<file path="src/rtl/mtx_phase_gen_if.sv">
// rtl/mtx_phase_gen_if.sv - output stream bundle of the multi-tone phase sequencer
// The guard member exists only when MTX_GUARD_EN is defined.
interface mtx_phase_gen_if #(
  parameter int PHASE_WIDTH = 24,
  parameter int NTONES      = 2
);
  logic                          tvalid;
  logic                          tready;
  logic                          tlast;
  logic [NTONES*PHASE_WIDTH-1:0] phase;
`ifdef MTX_GUARD_EN
  logic                          guard;
  modport master (output tvalid, tlast, phase, guard, input tready);
  modport slave  (input tvalid, tlast, phase, guard, output tready);
`else
  modport master (output tvalid, tlast, phase, input tready);
  modport slave  (input tvalid, tlast, phase, output tready);
`endif
endinterface

</file>
<file path="src/rtl/mtx_phase_gen.sv">
// rtl/mtx_phase_gen.sv - multi-tone, multi-symbol phase sequencer with AXI-stream output
// Optional guard samples before each symbol are enabled by defining MTX_GUARD_EN.
module mtx_phase_gen #(
  parameter int PHASE_WIDTH  = 24,
  parameter int NTONES       = 2,
  parameter int NSYMB_WIDTH  = 16,
  parameter int TX_SYNC_BITS = 5,
  parameter int NSYMB        = 8,
  parameter int NSIG         = 8192,
  parameter int START_PH_INC = 4096,
  parameter int DPH_INC      = 16384,
  parameter int FREQ_SHIFT   = 8192,
  parameter int START_PH     = 0,
  parameter int NPH_SHIFT    = 0,
  parameter int NGUARD       = 16
) (
  input  logic                   clk,
  input  logic                   reset,
  input  logic                   srst,
  input  logic                   en,
  mtx_phase_gen_if.master        out,
  output logic [NSYMB_WIDTH-1:0] symb_idx,
  output logic [PHASE_WIDTH-1:0] sig_idx,
  output logic                   frame_done,
  output logic                   sync_ready
);

  if (NTONES < 1 || NTONES > 8 || NSYMB < 1 || NSIG < 2 || NGUARD < 0) begin : g_bad_cfg
    $error("mtx_phase_gen: illegal parameter set");
  end

  typedef enum logic {IDLE, RUN} state_t;

  state_t                   state;
  logic [PHASE_WIDTH-1:0]   acc [NTONES];
  logic [PHASE_WIDTH-1:0]   inc [NTONES];
  logic [PHASE_WIDTH-1:0]   sym_start;
  logic [PHASE_WIDTH-1:0]   next_start;
  logic [TX_SYNC_BITS-1:0]  frame_cnt;
  logic                     xfer;
  logic                     in_guard;
  logic                     last_n;
  logic                     last_s;
  logic                     frame_end;
  logic                     start_frame;

`ifdef MTX_GUARD_EN
  localparam int GCW = (NGUARD > 1) ? $clog2(NGUARD) : 1;
  logic [GCW-1:0] guard_cnt;
  assign in_guard = out.guard;
`else
  assign in_guard = 1'b0;
`endif

  function automatic logic [PHASE_WIDTH-1:0] tone_inc0(int k);
    return PHASE_WIDTH'(START_PH_INC + k * FREQ_SHIFT);
  endfunction

  assign xfer        = out.tvalid && out.tready;
  assign last_n      = !in_guard && (sig_idx == PHASE_WIDTH'(NSIG - 1));
  assign last_s      = (symb_idx == NSYMB_WIDTH'(NSYMB - 1));
  assign frame_end   = xfer && last_n && last_s;
  // A new frame starts from IDLE or back-to-back at a frame boundary while en is held.
  assign start_frame = en && ((state == IDLE) || frame_end);
  assign next_start  = sym_start - PHASE_WIDTH'(NPH_SHIFT);
  assign sync_ready  = &frame_cnt;

  always_comb begin
    out.phase = '0;
    for (int k = 0; k < NTONES; k++) begin
      out.phase[k*PHASE_WIDTH +: PHASE_WIDTH] = acc[k];
    end
  end

  always_ff @(posedge clk) begin
    frame_done <= 1'b0;
    if (reset || srst) begin
      state      <= IDLE;
      out.tvalid <= 1'b0;
      out.tlast  <= 1'b0;
      symb_idx   <= '0;
      sig_idx    <= '0;
      sym_start  <= '0;
      frame_cnt  <= '1;
      for (int k = 0; k < NTONES; k++) begin
        acc[k] <= '0;
        inc[k] <= '0;
      end
`ifdef MTX_GUARD_EN
      out.guard <= 1'b0;
      guard_cnt <= '0;
`endif
    end else if (start_frame) begin
      state      <= RUN;
      out.tvalid <= 1'b1;
      out.tlast  <= 1'b0;
      symb_idx   <= '0;
      sig_idx    <= '0;
      sym_start  <= PHASE_WIDTH'(START_PH);
      for (int k = 0; k < NTONES; k++) begin
        acc[k] <= PHASE_WIDTH'(START_PH);
        inc[k] <= tone_inc0(k);
      end
`ifdef MTX_GUARD_EN
      out.guard <= (NGUARD > 0);
      guard_cnt <= '0;
`endif
      if (frame_end) begin
        frame_done <= 1'b1;
        frame_cnt  <= frame_cnt + TX_SYNC_BITS'(1);
      end
    end else if (frame_end) begin
      state      <= IDLE;
      out.tvalid <= 1'b0;
      out.tlast  <= 1'b0;
      symb_idx   <= '0;
      sig_idx    <= '0;
      frame_done <= 1'b1;
      frame_cnt  <= frame_cnt + TX_SYNC_BITS'(1);
    end else if (xfer) begin
`ifdef MTX_GUARD_EN
      // Guard samples repeat the n=0 phase; leaving the guard presents the real n=0 sample.
      if (in_guard) begin
        if (guard_cnt == GCW'(NGUARD - 1)) begin
          out.guard <= 1'b0;
        end else begin
          guard_cnt <= guard_cnt + GCW'(1);
        end
      end else
`endif
      if (!last_n) begin
        sig_idx   <= sig_idx + PHASE_WIDTH'(1);
        out.tlast <= (sig_idx == PHASE_WIDTH'(NSIG - 2));
        for (int k = 0; k < NTONES; k++) begin
          acc[k] <= acc[k] + inc[k];
        end
      end else begin
        symb_idx  <= symb_idx + NSYMB_WIDTH'(1);
        sig_idx   <= '0;
        out.tlast <= 1'b0;
        sym_start <= next_start;
        for (int k = 0; k < NTONES; k++) begin
          acc[k] <= next_start;
          inc[k] <= inc[k] + PHASE_WIDTH'(DPH_INC);
        end
`ifdef MTX_GUARD_EN
        out.guard <= (NGUARD > 0);
        guard_cnt <= '0;
`endif
      end
    end
  end

endmodule

</file>
<file path="src/flat_wrapper.sv">
// flat-port wrapper written by rule: the top's interface ports become plain ports
module mtx_phase_gen_flat 
#(
  parameter int PHASE_WIDTH  = 24,
  parameter int NTONES       = 2,
  parameter int NSYMB_WIDTH  = 16,
  parameter int TX_SYNC_BITS = 5,
  parameter int NSYMB        = 8,
  parameter int NSIG         = 8192,
  parameter int START_PH_INC = 4096,
  parameter int DPH_INC      = 16384,
  parameter int FREQ_SHIFT   = 8192,
  parameter int START_PH     = 0,
  parameter int NPH_SHIFT    = 0,
  parameter int NGUARD       = 16
)
  (clk, reset, srst, en, symb_idx, sig_idx, frame_done, sync_ready, out_tvalid, out_tlast, out_phase, out_tready);
  mtx_phase_gen_if #(.PHASE_WIDTH(PHASE_WIDTH), .NTONES(NTONES)) out_i ();
  input  logic clk;
  input  logic reset;
  input  logic srst;
  input  logic en;
  output logic [NSYMB_WIDTH-1:0] symb_idx;
  output logic [PHASE_WIDTH-1:0] sig_idx;
  output logic frame_done;
  output logic sync_ready;
  output wire logic [$bits(out_i.tvalid)-1:0] out_tvalid;
  output wire logic [$bits(out_i.tlast)-1:0] out_tlast;
  output wire logic [$bits(out_i.phase)-1:0] out_phase;
  input wire logic [$bits(out_i.tready)-1:0] out_tready;
  assign out_tvalid = out_i.tvalid;
  assign out_tlast = out_i.tlast;
  assign out_phase = out_i.phase;
  assign out_i.tready = out_tready;
  mtx_phase_gen #(.PHASE_WIDTH(PHASE_WIDTH), .NTONES(NTONES), .NSYMB_WIDTH(NSYMB_WIDTH), .TX_SYNC_BITS(TX_SYNC_BITS), .NSYMB(NSYMB), .NSIG(NSIG), .START_PH_INC(START_PH_INC), .DPH_INC(DPH_INC), .FREQ_SHIFT(FREQ_SHIFT), .START_PH(START_PH), .NPH_SHIFT(NPH_SHIFT), .NGUARD(NGUARD)) u_core (.clk(clk), .reset(reset), .srst(srst), .en(en), .out(out_i), .symb_idx(symb_idx), .sig_idx(sig_idx), .frame_done(frame_done), .sync_ready(sync_ready));
endmodule
</file>
<file path="config.mk">
export PLATFORM = sky130hd
export DESIGN_NAME = mtx_phase_gen_flat
export DESIGN_NICKNAME = d
export VERILOG_FILES = /design/src/rtl/mtx_phase_gen_if.sv /design/src/rtl/mtx_phase_gen.sv /design/src/flat_wrapper.sv
export SDC_FILE = /design/constraint.sdc
export NUM_CORES = 1
export LEC_CHECK = 0
export BUFFER_PORTS_ARGS = -buffer_cell sky130_fd_sc_hd__buf_2
export CAP_MARGIN = 10
export CORE_MARGIN = 4
export CORE_UTILIZATION = 44
export DETAILED_ROUTE_END_ITERATION = 16
export PLACE_DENSITY = 0.74
export RECOVER_POWER = 50
export SYNTH_ARGS = -nofsm -noshare
export SYNTH_HDL_FRONTEND = slang
export SYNTH_SLANG_ARGS = --single-unit
</file>
<file path="constraint.sdc">
create_clock -name clk -period 7.1 [get_ports clk]
set_input_delay 2.13 -clock clk [delete_from_list [all_inputs] [get_ports clk]]
set_output_delay 2.13 -clock clk [all_outputs]
set_load 0.1 [all_outputs]
</file>
==> run summary <==
Inserted Diodes: 0
I/O Pins: 97
Postcts setup bufs: 0
Total die area: 0.0140 mm2
Total power: 1.28 mW
Post-synth top flop: dfxtp_1
Non-Filler Instances: 783
Latest clock arrival within the worst-skew pair: 0.35 ns
First-pass GRT wire length: 20800 um
Actual slew at the worst max-slew pin: 1.20 ns
Row Count: 39
Status: finished, final reports clean
Vias/cell: 5.67
Reg2reg path depth: 6
Post-cts sizing count: 0
Leakage Power: 2.15 nW
Nature of the critical path endpoint: register
DRC viols: 0
Max incr delay on CP: 0.67 ns
GR Overflow Total: 0
Gpl congestion: 0.846
Share of cells above drive strength 1: 0.0422
RSZ-0062 raised after global routing: false
Worst hold slack: 0.494 ns
Starting DRT DRC Count: 290
Clk root buf: clkbuf_16
DPL Wire Length: 8920 um
Wire per inst: 15.7 um
Max Slew Vio Count: 0
Hold crit path type: register to register
Largest delay share family, worst path: simple AND/OR/NAND/NOR gates
1st-pass router iterations: 5
Chip width: 118 um
Largest net degree at the start of global routing: 25
Cell area after layout: 0.00595 mm2
Final setup violation count: 0
Worst-path clk slew: 0.07 ns
Htree depth: 3
Antenna-violating nets left: 0
P per Cell Area: 215 mW/mm2
Synth unique cells: 57
Layout area overhead: 11.4%
CTS tree: built
Post-synthesis sequential area ratio: 0.433
Synth warnings: 0
Worst Path Buf+Inv: 2
Routed WL: 12300 um
Worst Setup Path Type: input pin to register
Setup crit start kind: input pin
Die Ht: 118 um
Antenna violations before repair: 0
Crit path required time: 7.12 ns
DP Area: 0.00574 mm2
Max-capacitance violation count: 0
Final Cycle Share: 0.653
Syn Std Cell Area: 0.00534 mm2
Total GRT Usage: 0.178
Worst Skew: 0.00535 ns
Core ar.: 0.0117 mm2
CP max FO: 24
EDFF count, synth: 45
WP data arrival: 4.66 ns
CTS hold repair buffers: 0
Placed cells: 767
Mapped Cells: 566
Vias: 4443
Starting Density: 0.458
R2r startpoint: u_core.state
CTS Buffer Depth: 2
Vias in the first global route: 4284
Pre-CTS WS: 2.54 ns
Post-layout util: 0.510
Number of synthesized register bits: 93
CP Depth: 7
Fmax: 216 MHz
Ys async rst share: 0
Syn Area/Cell: 9.43 um2
Sink Count: 93
CP cell instances: clkbuf_1 -> and2_0 -> nand4_1 -> nor3b_1 -> nor3_1 -> o21ai_2 -> buf_4
Worst setup endpoint: u_core.acc[0][41]
FF-to-FF setup slack: 3.85 ns
Hold Vio Cnt, Final: 0
Max VDD drop: 0.151 mV
Crit path from: out_tready
Final nets: 670
Slew HR: 0.201
Slowest CP cell: nor3b_1
CTS Buf Count: 9
Sum Neg Setup Slack: 0 ns
Final worst slack: 2.46 ns
Post-layout minimum cycle time: 4.64 ns
IO buf count: 72
R2r endpoint: u_core.acc[0][41]
cells in the mapped netlist (5+ instances only):
| cell type | n | share of area |
|---|---|---|
| a21oi_1 | 23 | 0.022 |
| and2_1 | 7 | 0.0082 |
| and3_1 | 14 | 0.016 |
| and4_1 | 6 | 0.0098 |
| buf_2 | 7 | 0.0066 |
| buf_4 | 25 | 0.035 |
| clkbuf_1 | 6 | 0.0042 |
| dfxtp_1 | 48 | 0.18 |
| edfxtp_1 | 45 | 0.25 |
| ha_1 | 29 | 0.068 |
| inv_1 | 14 | 0.0098 |
| mux2i_1 | 7 | 0.013 |
| nand2_1 | 27 | 0.019 |
| nand3_1 | 26 | 0.024 |
| nand4_1 | 25 | 0.029 |
| nor2_1 | 78 | 0.055 |
| nor3_1 | 23 | 0.022 |
| nor4_1 | 13 | 0.015 |
| o21a_1 | 6 | 0.0084 |
| o21ai_0 | 17 | 0.016 |
| or3_1 | 9 | 0.011 |
| or4_1 | 5 | 0.0070 |
| xnor2_1 | 22 | 0.036 |
| xor2_1 | 33 | 0.054 |
cells by family after synthesis:
logic type	count (synthesis)	share of synthesized area
XOR/XNOR	55	0.0902
flip-flops	93	0.433
other	1	0.000702
multiplexers	8	0.0152
buffers and inverters	54	0.0572
adder cells (fa/ha/maj)	30	0.0717
AO/OA/AOI/OAI	73	0.0860
AND/OR/NAND/NOR	252	0.246
cell usage in the layout, fill, tap and decap left out, types with 23 or more instances in the layout:
master / count
nor3_1: 23
nand2_1: 27
dfxtp_1: 48
a21oi_1: 23
nand3_1: 26
nor2_1: 78
clkbuf_1: 71
conb_1: 24
xor2_1: 33
edfxtp_1: 45
ha_1: 29
nand4_1: 26
state kept, by name (all words and copies together), names as in the netlist:
| name | flops |
|---|---|
| u_core.sig_idx | 24 |
| u_core.frame_cnt | 5 |
| u_core.acc | 24 |
| u_core.symb_idx | 16 |
| u_core.state | 1 |
| u_core.inc | 21 |
| u_core.frame_done | 1 |
| u_core.out.tlast | 1 |
how the worst min path moves through the flow:
stage                              from             endpoint  slack, ns  depth (start not counted)
floorplan           u_core.frame_cnt[4]  u_core.frame_cnt[4]       0.45                          2
global placement    u_core.frame_cnt[4]  u_core.frame_cnt[4]       0.47                          2
detailed placement     u_core.out.tlast     u_core.out.tlast       0.48                          2
CTS                    u_core.out.tlast     u_core.out.tlast       0.50                          2
global route        u_core.frame_cnt[3]  u_core.frame_cnt[3]       0.53                          2
finish                 u_core.out.tlast     u_core.out.tlast       0.49                          2
layer usage:
| layer | wire [um] | global-route usage | part of all wire |
|---|---|---|---|
| met2 | 5830 | 0.295 | 0.47 |
| met5 | 0 | 0 | 0 |
| met1 | 5430 | 0.225 | 0.44 |
| met4 | 183 | 0.0549 | 0.015 |
| met3 | 848 | 0.0525 | 0.069 |
area by class of cell:
class	count	area, um2
inverters	14	52.6
clock inverters	4	52.6
repair buffers	75	295
fillers	1090	5710
clock buffers	12	262
multi-input cells	442	2800
flip-flops and latches	93	2310
well taps	143	179
tightest hold or removal path, delay by kind of cell, from the launching register on:
kind | cells | cell delay (ns)
AND/OR/NAND/NOR | 1 | 0.07
AO/OA/AOI/OAI | 1 | 0.06
flip-flops | 1 | 0.33
report_power, final:
| group | leakage, nW | internal, mW | switching (mW) |
|---|---|---|---|
| Clock | 0.158 | 0.301 | 0.212 |
| Combinational | 1.08 | 0.0275 | 0.153 |
| Sequential | 0.907 | 0.575 | 0.0141 |
Note: power is estimated with default switching activity, not from simulation.
